`config.mk`:
```
export PLATFORM = sky130hd
export DESIGN_NAME = instr_encoder_loader_flat
export DESIGN_NICKNAME = d
export VERILOG_FILES = /design/src/rtl/instr_enc_pkg.sv /design/src/rtl/instr_encoder_loader_if.sv /design/src/rtl/instr_field_pack.sv /design/src/rtl/instr_encoder_loader.sv /design/src/flat_wrapper.sv
export SDC_FILE = /design/constraint.sdc
export NUM_CORES = 1
export LEC_CHECK = 0
export BUFFER_PORTS_ARGS = -buffer_cell sky130_fd_sc_hd__buf_4
export CAP_MARGIN = 10
export CORE_ASPECT_RATIO = 1.75
export CORE_UTILIZATION = 53
export DETAILED_ROUTE_END_ITERATION = 16
export PLACE_DENSITY = 0.93
export SLEW_MARGIN = 20
export SYNTH_ARGS = -nofsm -noshare
export SYNTH_HDL_FRONTEND = slang
export SYNTH_SLANG_ARGS = --single-unit
```
`constraint.sdc`:
```
create_clock -name clk -period 5.6 [get_ports clk]
set_input_delay 0.84 -clock clk [delete_from_list [all_inputs] [get_ports clk]]
set_output_delay 0.84 -clock clk [all_outputs]
set_load 0.01 [all_outputs]
```
`src/rtl/instr_enc_pkg.sv`:
```
// Shared definitions for the instruction encoder/loader.
//   op_e     : symbolic operation class carried on the request bus
//   OPC_* / FN_* : 6-bit MIPS opcode and funct constants (also used by the
//              MainControl bench to build its decode expectations)
//   state_e  : loader FSM state
package instr_enc_pkg;

  typedef enum logic [3:0] {
    OP_ADD     = 4'd0,
    OP_SUB     = 4'd1,
    OP_AND     = 4'd2,
    OP_OR      = 4'd3,
    OP_SLT     = 4'd4,
    OP_ADDI    = 4'd5,
    OP_ANDI    = 4'd6,
    OP_ORI     = 4'd7,
    OP_SLTI    = 4'd8,
    OP_LW      = 4'd9,
    OP_SW      = 4'd10,
    OP_BEQ     = 4'd11,
    OP_BNE     = 4'd12,
    OP_J       = 4'd13,
    OP_JAL     = 4'd14,
    OP_ILLEGAL = 4'd15
  } op_e;

  localparam logic [5:0] OPC_RTYPE = 6'b000000;
  localparam logic [5:0] OPC_ADDI  = 6'b001000;
  localparam logic [5:0] OPC_ANDI  = 6'b001100;
  localparam logic [5:0] OPC_ORI   = 6'b001101;
  localparam logic [5:0] OPC_SLTI  = 6'b001010;
  localparam logic [5:0] OPC_LW    = 6'b100011;
  localparam logic [5:0] OPC_SW    = 6'b101011;
  localparam logic [5:0] OPC_BEQ   = 6'b000100;
  localparam logic [5:0] OPC_BNE   = 6'b000101;
  localparam logic [5:0] OPC_J     = 6'b000010;
  localparam logic [5:0] OPC_JAL   = 6'b000011;

  localparam logic [5:0] FN_ADD = 6'b100000;
  localparam logic [5:0] FN_SUB = 6'b100010;
  localparam logic [5:0] FN_AND = 6'b100100;
  localparam logic [5:0] FN_OR  = 6'b100101;
  localparam logic [5:0] FN_SLT = 6'b101010;

  typedef enum logic [1:0] {
    ST_IDLE  = 2'd0,
    ST_RUN   = 2'd1,
    ST_FLUSH = 2'd2,
    ST_DONE  = 2'd3
  } state_e;

endpackage

```
`src/rtl/instr_encoder_loader_if.sv`:
```
// Request bus of the instruction encoder/loader: valid/ready handshake plus
// the symbolic instruction fields.
//   master : request producer (drives valid and fields, observes ready)
//   slave  : encoder side (observes valid and fields, drives ready)
// in_op is carried as raw bits so a producer can present the illegal code 15.
interface instr_encoder_loader_if;
  logic        in_valid;
  logic        in_ready;
  logic [3:0]  in_op;
  logic        in_last;
  logic [4:0]  in_rs;
  logic [4:0]  in_rt;
  logic [4:0]  in_rd;
  logic [15:0] in_imm;
  logic [25:0] in_target;

  modport master (
    output in_valid, in_op, in_last, in_rs, in_rt, in_rd, in_imm, in_target,
    input  in_ready
  );

  modport slave (
    input  in_valid, in_op, in_last, in_rs, in_rt, in_rd, in_imm, in_target,
    output in_ready
  );
endinterface

```
`src/rtl/instr_field_pack.sv`:
```
// Purely combinational MIPS field packer: op class + register/immediate
// fields -> 32-bit instruction word, plus a flag for the illegal op code.
//   op      : operation class (instr_enc_pkg::op_e encoding)
//   rs/rt/rd: register fields (rd used by R-type only)
//   imm     : 16-bit immediate / branch offset, copied verbatim
//   target  : 26-bit jump target (J/JAL only; rs/rt are dropped)
//   word    : encoded instruction, zero for an illegal op
//   illegal : op has no encoding
module instr_field_pack
  import instr_enc_pkg::*;
(
  input  logic [3:0]  op,
  input  logic [4:0]  rs,
  input  logic [4:0]  rt,
  input  logic [4:0]  rd,
  input  logic [15:0] imm,
  input  logic [25:0] target,
  output logic [31:0] word,
  output logic        illegal
);

  always_comb begin
    word    = '0;
    illegal = 1'b0;
    case (op_e'(op))
      OP_ADD:  word = {OPC_RTYPE, rs, rt, rd, 5'd0, FN_ADD};
      OP_SUB:  word = {OPC_RTYPE, rs, rt, rd, 5'd0, FN_SUB};
      OP_AND:  word = {OPC_RTYPE, rs, rt, rd, 5'd0, FN_AND};
      OP_OR:   word = {OPC_RTYPE, rs, rt, rd, 5'd0, FN_OR};
      OP_SLT:  word = {OPC_RTYPE, rs, rt, rd, 5'd0, FN_SLT};
      OP_ADDI: word = {OPC_ADDI, rs, rt, imm};
      OP_ANDI: word = {OPC_ANDI, rs, rt, imm};
      OP_ORI:  word = {OPC_ORI, rs, rt, imm};
      OP_SLTI: word = {OPC_SLTI, rs, rt, imm};
      OP_LW:   word = {OPC_LW, rs, rt, imm};
      OP_SW:   word = {OPC_SW, rs, rt, imm};
      OP_BEQ:  word = {OPC_BEQ, rs, rt, imm};
      OP_BNE:  word = {OPC_BNE, rs, rt, imm};
      OP_J:    word = {OPC_J, target};
      OP_JAL:  word = {OPC_JAL, target};
      default: illegal = 1'b1;
    endcase
  end

endmodule

```
`src/rtl/instr_encoder_loader.sv`:
```
// Instruction encoder/loader: accepts symbolic instruction requests on a
// valid/ready bus, encodes each into a MIPS word and writes the words to
// consecutive instruction-memory addresses starting at BASE_ADDR.
//   clk, reset : clock and synchronous active-high reset
//   start      : begin a load session (ignored while busy)
//   req        : request bus (slave side)
//   mem_we/mem_addr/mem_wdata : instruction-memory write port, one cycle
//                after each legal accept
//   count      : words written this session
//   busy       : session in progress; done: one-cycle end-of-session pulse
//   err        : sticky illegal-op / overflow flag, cleared by start
module instr_encoder_loader
  import instr_enc_pkg::*;
#(
  parameter int ADDR_W    = 8,
  parameter int BASE_ADDR = 0,
  parameter int DEPTH     = 256
) (
  input  logic                  clk,
  input  logic                  reset,
  input  logic                  start,
  instr_encoder_loader_if.slave req,
  output logic                  mem_we,
  output logic [ADDR_W-1:0]     mem_addr,
  output logic [31:0]           mem_wdata,
  output logic [ADDR_W:0]       count,
  output logic                  busy,
  output logic                  done,
  output logic                  err
);

  localparam logic [ADDR_W-1:0] BASE      = ADDR_W'(BASE_ADDR);
  localparam logic [ADDR_W:0]   DEPTH_CNT = (ADDR_W+1)'(DEPTH);

  state_e              state_reg;
  logic [ADDR_W-1:0]   addr_reg;
  logic [ADDR_W-1:0]   mem_addr_reg;
  logic [ADDR_W:0]     count_reg;
  logic [31:0]         wdata_reg;
  logic                we_reg;
  logic                done_reg;
  logic                err_reg;
  logic                ready_reg;

  logic [31:0]         enc_word;
  logic                enc_illegal;
  logic                accept;
  logic [ADDR_W:0]     count_next;
  logic                reach_full;

  instr_field_pack u_pack (
    .op      (req.in_op),
    .rs      (req.in_rs),
    .rt      (req.in_rt),
    .rd      (req.in_rd),
    .imm     (req.in_imm),
    .target  (req.in_target),
    .word    (enc_word),
    .illegal (enc_illegal)
  );

  assign accept     = req.in_valid & ready_reg;
  assign count_next = count_reg + (ADDR_W+1)'(1);
  // This accept fills the session; illegal ops never consume a slot.
  assign reach_full = !enc_illegal && (count_next == DEPTH_CNT);

  always_ff @(posedge clk) begin
    if (reset) begin
      state_reg    <= ST_IDLE;
      addr_reg     <= BASE;
      mem_addr_reg <= BASE;
      count_reg    <= '0;
      wdata_reg    <= '0;
      we_reg       <= 1'b0;
      done_reg     <= 1'b0;
      err_reg      <= 1'b0;
      ready_reg    <= 1'b0;
    end else begin
      we_reg   <= 1'b0;
      done_reg <= 1'b0;
      case (state_reg)
        ST_IDLE: begin
          if (start) begin
            state_reg <= ST_RUN;
            addr_reg  <= BASE;
            count_reg <= '0;
            err_reg   <= 1'b0;
            ready_reg <= 1'b1;
          end
        end
        ST_RUN: begin
          if (accept) begin
            if (!enc_illegal) begin
              // Word, address and count are captured together so the
              // write appears exactly one cycle after the accept.
              we_reg       <= 1'b1;
              wdata_reg    <= enc_word;
              mem_addr_reg <= addr_reg;
              addr_reg     <= addr_reg + 1'b1;
              count_reg    <= count_next;
            end
            if (enc_illegal || (reach_full && !req.in_last)) begin
              err_reg <= 1'b1;
            end
            if (req.in_last || reach_full) begin
              state_reg <= ST_FLUSH;
              ready_reg <= 1'b0;
            end
          end
        end
        ST_FLUSH: begin
          state_reg <= ST_DONE;
          done_reg  <= 1'b1;
        end
        ST_DONE: begin
          state_reg <= ST_IDLE;
        end
        default: begin
          state_reg <= ST_IDLE;
          ready_reg <= 1'b0;
        end
      endcase
    end
  end

  assign req.in_ready = ready_reg;
  assign mem_we       = we_reg;
  assign mem_addr     = mem_addr_reg;
  assign mem_wdata    = wdata_reg;
  assign count        = count_reg;
  assign busy         = (state_reg != ST_IDLE);
  assign done         = done_reg;
  assign err          = err_reg;

endmodule

```
`src/flat_wrapper.sv`:
```
// flat-port wrapper written by rule: the top's interface ports become plain ports
module instr_encoder_loader_flat import instr_enc_pkg::*;
#(
  parameter int ADDR_W    = 8,
  parameter int BASE_ADDR = 0,
  parameter int DEPTH     = 256
)
  (clk, reset, start, mem_we, mem_addr, mem_wdata, count, busy, done, err, req_in_valid, req_in_op, req_in_last, req_in_rs, req_in_rt, req_in_rd, req_in_imm, req_in_target, req_in_ready);
  instr_encoder_loader_if req_i ();
  input  logic clk;
  input  logic reset;
  input  logic start;
  output logic mem_we;
  output logic [ADDR_W-1:0] mem_addr;
  output logic [31:0] mem_wdata;
  output logic [ADDR_W:0] count;
  output logic busy;
  output logic done;
  output logic err;
  input wire logic [$bits(req_i.in_valid)-1:0] req_in_valid;
  input wire logic [$bits(req_i.in_op)-1:0] req_in_op;
  input wire logic [$bits(req_i.in_last)-1:0] req_in_last;
  input wire logic [$bits(req_i.in_rs)-1:0] req_in_rs;
  input wire logic [$bits(req_i.in_rt)-1:0] req_in_rt;
  input wire logic [$bits(req_i.in_rd)-1:0] req_in_rd;
  input wire logic [$bits(req_i.in_imm)-1:0] req_in_imm;
  input wire logic [$bits(req_i.in_target)-1:0] req_in_target;
  output wire logic [$bits(req_i.in_ready)-1:0] req_in_ready;
  assign req_i.in_valid = req_in_valid;
  assign req_i.in_op = req_in_op;
  assign req_i.in_last = req_in_last;
  assign req_i.in_rs = req_in_rs;
  assign req_i.in_rt = req_in_rt;
  assign req_i.in_rd = req_in_rd;
  assign req_i.in_imm = req_in_imm;
  assign req_i.in_target = req_in_target;
  assign req_in_ready = req_i.in_ready;
  instr_encoder_loader #(.ADDR_W(ADDR_W), .BASE_ADDR(BASE_ADDR), .DEPTH(DEPTH)) u_core (.clk(clk), .reset(reset), .start(start), .req(req_i), .mem_we(mem_we), .mem_addr(mem_addr), .mem_wdata(mem_wdata), .count(count), .busy(busy), .done(done), .err(err));
endmodule
```
==> results.cfg, run 1 <==
[outcome]
status = complete, no violations

[routing]
post_drt_wl_per_cell_um = 16.1
first_iter_violations = 262
antenna_left = 0
totalWireLength_mm = 9.38
vias = 3546
dr.pass1.iters = 6
drc = 0
viasPerCell = 6.08

[job]
drv_cap = 0

[final_layout]
largest_reg_flops = 31
fin_area_um2 = 4260
drive_gt1_frac = 0.279
fin_nets = 573
num_antenna_cells = 0
syn_to_final_growth_pct = 32.5

[die]
initial_utilization = 0.547
rows = 37
die_area_um2 = 6390
die_h_um = 105
core_area_um2 = 5880
io_pins = 120
die_x_um = 60.9

[clock_network]
htreeDepth = 3
clk_pin_slew_ns = 0.07
hold_buffers = 0
postCtsResizedCells = 0
cts_buffers = 9
clock_latency_ns = 0.34
post_cts_buffers = 0
cts.root.buffer_cell = clkbuf_8
cts.path.max_buffers = 2
cts_tree = yes
cts_sinks = 62

[logic_synthesis]
yosysUniqueCellTypes = 54
synth_edf_count = 0
ys_seq_elements = 62
synth_seq_area_share = 0.386
syn_inst = 406
syn_nets = 477
synth_warnings = 0
netlist_area_um2 = 3210
ys_async_sr_fraction = 0
yosys_most_used_dff = dfxtp_1
postSynthAreaPerCell_um2 = 7.92

[timing]
hold_violations = 0
slew_headroom = 0.272
fin_crit_sh = 0.464
period_needed_ns = 2.60
grt_setup_unrepaired = false
setup_violations = 0
drv_slew = 0
clock_skew_ns = 0.0106
tightest_slew_ns = 1.08
fin_setup_tns_ns = 0
max_freq_mhz = 384

[pwr]
combPwrFrac = 0.308
p_int_mw = 0.867
power_density_nw_per_um2 = 303
pwr-share-clk = 0.305
vdd_drop_max_mv = 0.240
pwr-share-seq = 0.387
p_switching_mw = 0.422
netSwitchingFraction = 0.327
cellLeakagePower_nw = 1.69

[setup_path]
crit_type = flop to flop
worstPathArrival_ns = 2.86
required_ns = 5.86
end_kind = flop
start_kind = flop
cp_max_fo = 10
r2r_slack_ns = 3.00

[place]
dp_hpwl_mm = 6.63
place.gp.congestion = 0.839
port_buffers = 118
place_area_um2 = 4060

[global_routing]
overflow = 0
antenna_found_initial = 0
grt_max_degree = 59
grt_use_total = 0.308
grt_pass1_wl_mm = 15.1
grt_pass1_vias = 3497

[worst_hold_path]
hp-class = flop to flop
-- metal layers --
metal,vias to the layer above,track usage,part of all wire
met5,-,0,0
met4,0,0.156,0.038
met3,37,0.0743,0.062
met2,160,0.542,0.55
met1,1675,0.320,0.35
li1,1674,-,-
-- logic make-up after synthesis --
kind of cell / count (synthesis) / share of synthesized area
AO/OA/AOI/OAI: 114 / 0.246
buffers and inverters: 42 / 0.0553
flip-flops: 62 / 0.386
adder cells (fa/ha/maj): 7 / 0.0257
XOR/XNOR: 8 / 0.0218
other: 1 / 0.00117
AND/OR/NAND/NOR: 172 / 0.264
-- Yosys cell counts (all sizes together) (3+ instances only) --
cell	number	area share
dfxtp	62	0.39
nor2	53	0.062
nand2	34	0.040
nor3	31	0.051
a21oi	25	0.039
clkbuf	25	0.030
a221oi	19	0.052
o21ai	19	0.030
a31oi	14	0.027
a211oi	13	0.030
nor3b	12	0.028
buf	10	0.018
nand3	8	0.014
nor2b	8	0.016
inv	6	0.0070
and3	5	0.0097
ha	5	0.019
nand4	5	0.0097
xnor2	5	0.014
nand2b	3	0.0058
or3	3	0.0058
or4	3	0.0070
xor2	3	0.0082
-- worst max-delay path, stage by stage, from the launching register on --
cell and delay, ns:
dfxtp_1 0.31, inv_1 0.10, ha_1 0.37, nand3_1 0.29, nor3_1 0.94, a41oi_1 0.26
a211oi_1 0.25
-- worst paths after layout --
| path | startpoint | to | cells past startpoint |
|---|---|---|---|
| setup / recovery | u_core.state_reg[1] | u_core.count[5] | 6 |
| hold / removal | u_core.mem_wdata[2] | u_core.mem_wdata[2] | 2 |
| setup reg to reg | u_core.state_reg[1] | u_core.count[5] | 6 |
| hold reg to reg | u_core.mem_wdata[2] | u_core.mem_wdata[2] | 2 |
-- cell type report --
type | instances | area [µm²]
repair buffers | 120 | 901
well taps | 78 | 97.6
clock inverters | 1 | 30.0
multi-input cells | 302 | 1800
inverters | 7 | 26.3
flip-flops and latches | 62 | 1240
fillers | 448 | 1620
clock buffers | 13 | 159
-- placed cells by master, fill, tap and decap left out, drive strengths merged, types with 3 or more instances in the layout --
cell	Yosys	routed
or3	3	3
nand2	34	34
o21ai	19	19
nor3b	12	12
nand3	8	8
ha	5	5
a211oi	13	13
a31oi	14	14
or4	3	3
and3	5	5
nand2b	3	3
nand4	5	5
buf	10	120
nor2b	8	8
clkbuf	25	13
dfxtp	62	62
xnor2	5	5
a221oi	19	19
nor3	31	31
a21oi	25	25
inv	6	6
xor2	3	3
nor2	53	53
-- power groups by stage --
stage | clock, mW | sequential (mW) | combinational [mW]
2_1_floorplan | 0 | 0.517 | 0.239
3_3_place_gp | 0 | 0.506 | 0.376
3_5_place_dp | 0 | 0.509 | 0.388
4_1_cts | 0.395 | 0.499 | 0.393
5_1_grt | 0.415 | 0.502 | 0.436
6_report | 0.393 | 0.499 | 0.397
-- stage by stage --
step	utilization	total power, mW	worst slack, ns	hold slack (ns)	std cells
after floorplan	-	0.756	3.27	0.444	406
after global placement	0.691	0.883	2.98	0.449	569
after detailed placement	0.691	0.897	2.83	0.452	569
after CTS	0.723	1.29	3.07	0.461	583
after global routing	0.724	1.35	2.91	0.488	583
final	0.724	1.29	3.00	0.458	583
Note: power is estimated with default switching activity, not from simulation.
==> inputs of run 2 (changes only) <==
--- a/config.mk
+++ b/config.mk
@@ -8,9 +8,9 @@
 export BUFFER_PORTS_ARGS = -buffer_cell sky130_fd_sc_hd__buf_4
 export CAP_MARGIN = 10
 export CORE_ASPECT_RATIO = 1.75
-export CORE_UTILIZATION = 53
+export CORE_UTILIZATION = 45
 export DETAILED_ROUTE_END_ITERATION = 16
-export PLACE_DENSITY = 0.93
+export PLACE_DENSITY = 0.85
 export SLEW_MARGIN = 20
 export SYNTH_ARGS = -nofsm -noshare
 export SYNTH_HDL_FRONTEND = slang
==> constraint.sdc (replaced) <==
create_clock -name clk -period 2.11 [get_ports clk]
set_input_delay 0.3165 -clock clk [delete_from_list [all_inputs] [get_ports clk]]
set_output_delay 0.3165 -clock clk [all_outputs]
set_load 0.01 [all_outputs]
==> results.cfg, run 2 (same netlist as run 1, synthesis figures left out) <==
[global_routing]
grt_use_total = 0.268
grt_pass1_wl_mm = 15.4
antenna_found_initial = 0
overflow = 0
grt_max_degree = 59
grt_pass1_vias = 3286

[die]
die_h_um = 114
core_area_um2 = 6910
die_area_um2 = 7500
rows = 40
die_x_um = 65.9
initial_utilization = 0.465
io_pins = 120

[pwr]
vdd_drop_max_mv = 0.571
cellLeakagePower_nw = 1.82
pwr-share-clk = 0.363
p_switching_mw = 1.20
netSwitchingFraction = 0.305
pwr-share-seq = 0.340
combPwrFrac = 0.298
power_density_nw_per_um2 = 869
p_int_mw = 2.73

[timing]
slew_headroom = 0.339
fin_setup_tns_ns = 0
grt_setup_unrepaired = false
tightest_slew_ns = 0.985
setup_violations = 0
hold_violations = 0
hold_ws_ns = 0.269
fin_crit_sh = 0.947
clock_skew_ns = 0.00356
setup_slack_ns = 0.112
drv_slew = 0
max_freq_mhz = 501
period_needed_ns = 2.00

[clock_network]
cts.path.max_buffers = 2
cts_tree = yes
cts_buffers = 9
cts_sinks = 62
htreeDepth = 3
clk_pin_slew_ns = 0.05
clock_latency_ns = 0.33
cts.root.buffer_cell = clkbuf_16
hold_buffers = 0

[routing]
dr.pass1.iters = 4
viasPerCell = 5.80
post_drt_wl_per_cell_um = 15.9
drc = 0
first_iter_violations = 205
antenna_left = 0
totalWireLength_mm = 9.66
vias = 3519

[setup_path]
crit_type = flop to flop
required_ns = 2.29
crit_path_start = u_core.count[1]
cp_cell_sequence = nand3_2 > or4_1 > a211o_1 > a2111oi_2 > a211oi_1
cpLargestDelayFamily = compound AO/OA/AOI/OAI gates
start_kind = flop
crit_buf_inv = 0
crit_path_top_delay_cell = or4_1
rr_startpoint = u_core.count[1]
cp_max_fo = 5
end_kind = flop
critical-path-max-stage-delay_ns = 0.51
r2r_slack_ns = 0.11
worstPathArrival_ns = 2.18

[job]
drv_cap = 0

[worst_hold_path]
hp-class = input port to flop
worstHoldStart = req_in_target[5]

[place]
place.gp.congestion = 0.875
dp_hpwl_mm = 6.93
pre_cts_slack_ns = 0.0309
port_buffers = 118

[final_layout]
fin_nets = 590
drive_gt1_frac = 0.319
syn_to_final_growth_pct = 40.4
num_antenna_cells = 0
largest_reg_flops = 31
final_cell_mix = buf_4 (137), dfxtp_1 (60), nor2_1 (52), nand2_1 (34), nor3_1 (29)
final_common_cell = buf_4

[outcome]
status = complete, no violations
## run 2: worst register-to-register path, stage by stage (launching register included)
cell	delay (ns)
dfxtp_1	0.40
nand3_2	0.15
or4_1	0.51
a211o_1	0.39
a2111oi_2	0.31
a211oi_1	0.09
## run 2: cell type report
| cell class | count | area, µm² |
|---|---|---|
| Timing Repair Buffer | 137 | 1030 |
| Multi-Input combinational cell | 302 | 1820 |
| Fill cell | 607 | 2390 |
| Clock buffer | 11 | 243 |
| Sequential cell | 62 | 1240 |
| Tap cell | 84 | 105 |
| Inverter | 7 | 26.3 |
| Clock inverter | 4 | 47.5 |
## run 2: power groups by stage
stage / Sequential, mW / Combinational, mW / Clock (mW)
after floorplan: 1.37 / 0.635 / 0
after global placement: 1.34 / 1.07 / 0
after detailed placement: 1.35 / 1.09 / 0
after CTS: 1.33 / 1.13 / 1.44
after global routing: 1.34 / 1.27 / 1.49
final: 1.33 / 1.17 / 1.42
## run 2: metal layers
metal / vias up / track usage / share of wire
li1: 1708 / - / -
met1: 1661 / 0.295 / 0.38
met3: 21 / 0.0560 / 0.047
met2: 129 / 0.468 / 0.54
met5: - / 0 / 0
met4: 0 / 0.141 / 0.035
## run 2: per-stage QoR
stage / std cells / area [µm²] / power (mW) / utilization
final: 607 / 4510 / 3.92 / 0.654
after global placement: 591 / 4190 / 2.41 / 0.607
after CTS: 607 / 4490 / 3.90 / 0.650
after floorplan: 406 / 3210 / 2.01 / -
after global routing: 607 / 4510 / 4.11 / 0.654
after detailed placement: 591 / 4190 / 2.44 / 0.607
## run 2: worst paths after layout
path              depth (start not counted)                  end
setup / recovery                          5  u_core.state_reg[0]
hold / removal                            3  u_core.mem_wdata[5]
setup reg to reg                          5  u_core.state_reg[0]
hold reg to reg                           2   u_core.mem_addr[6]
## run 2: repair_timing
action | CTS | global route
pin swaps | 1 | 0
setup buffers | 1 | 0
endpoints found under the hold margin | 0 | 0
resized for setup | 1 | 7
endpoints found under the setup margin | 1 | 6
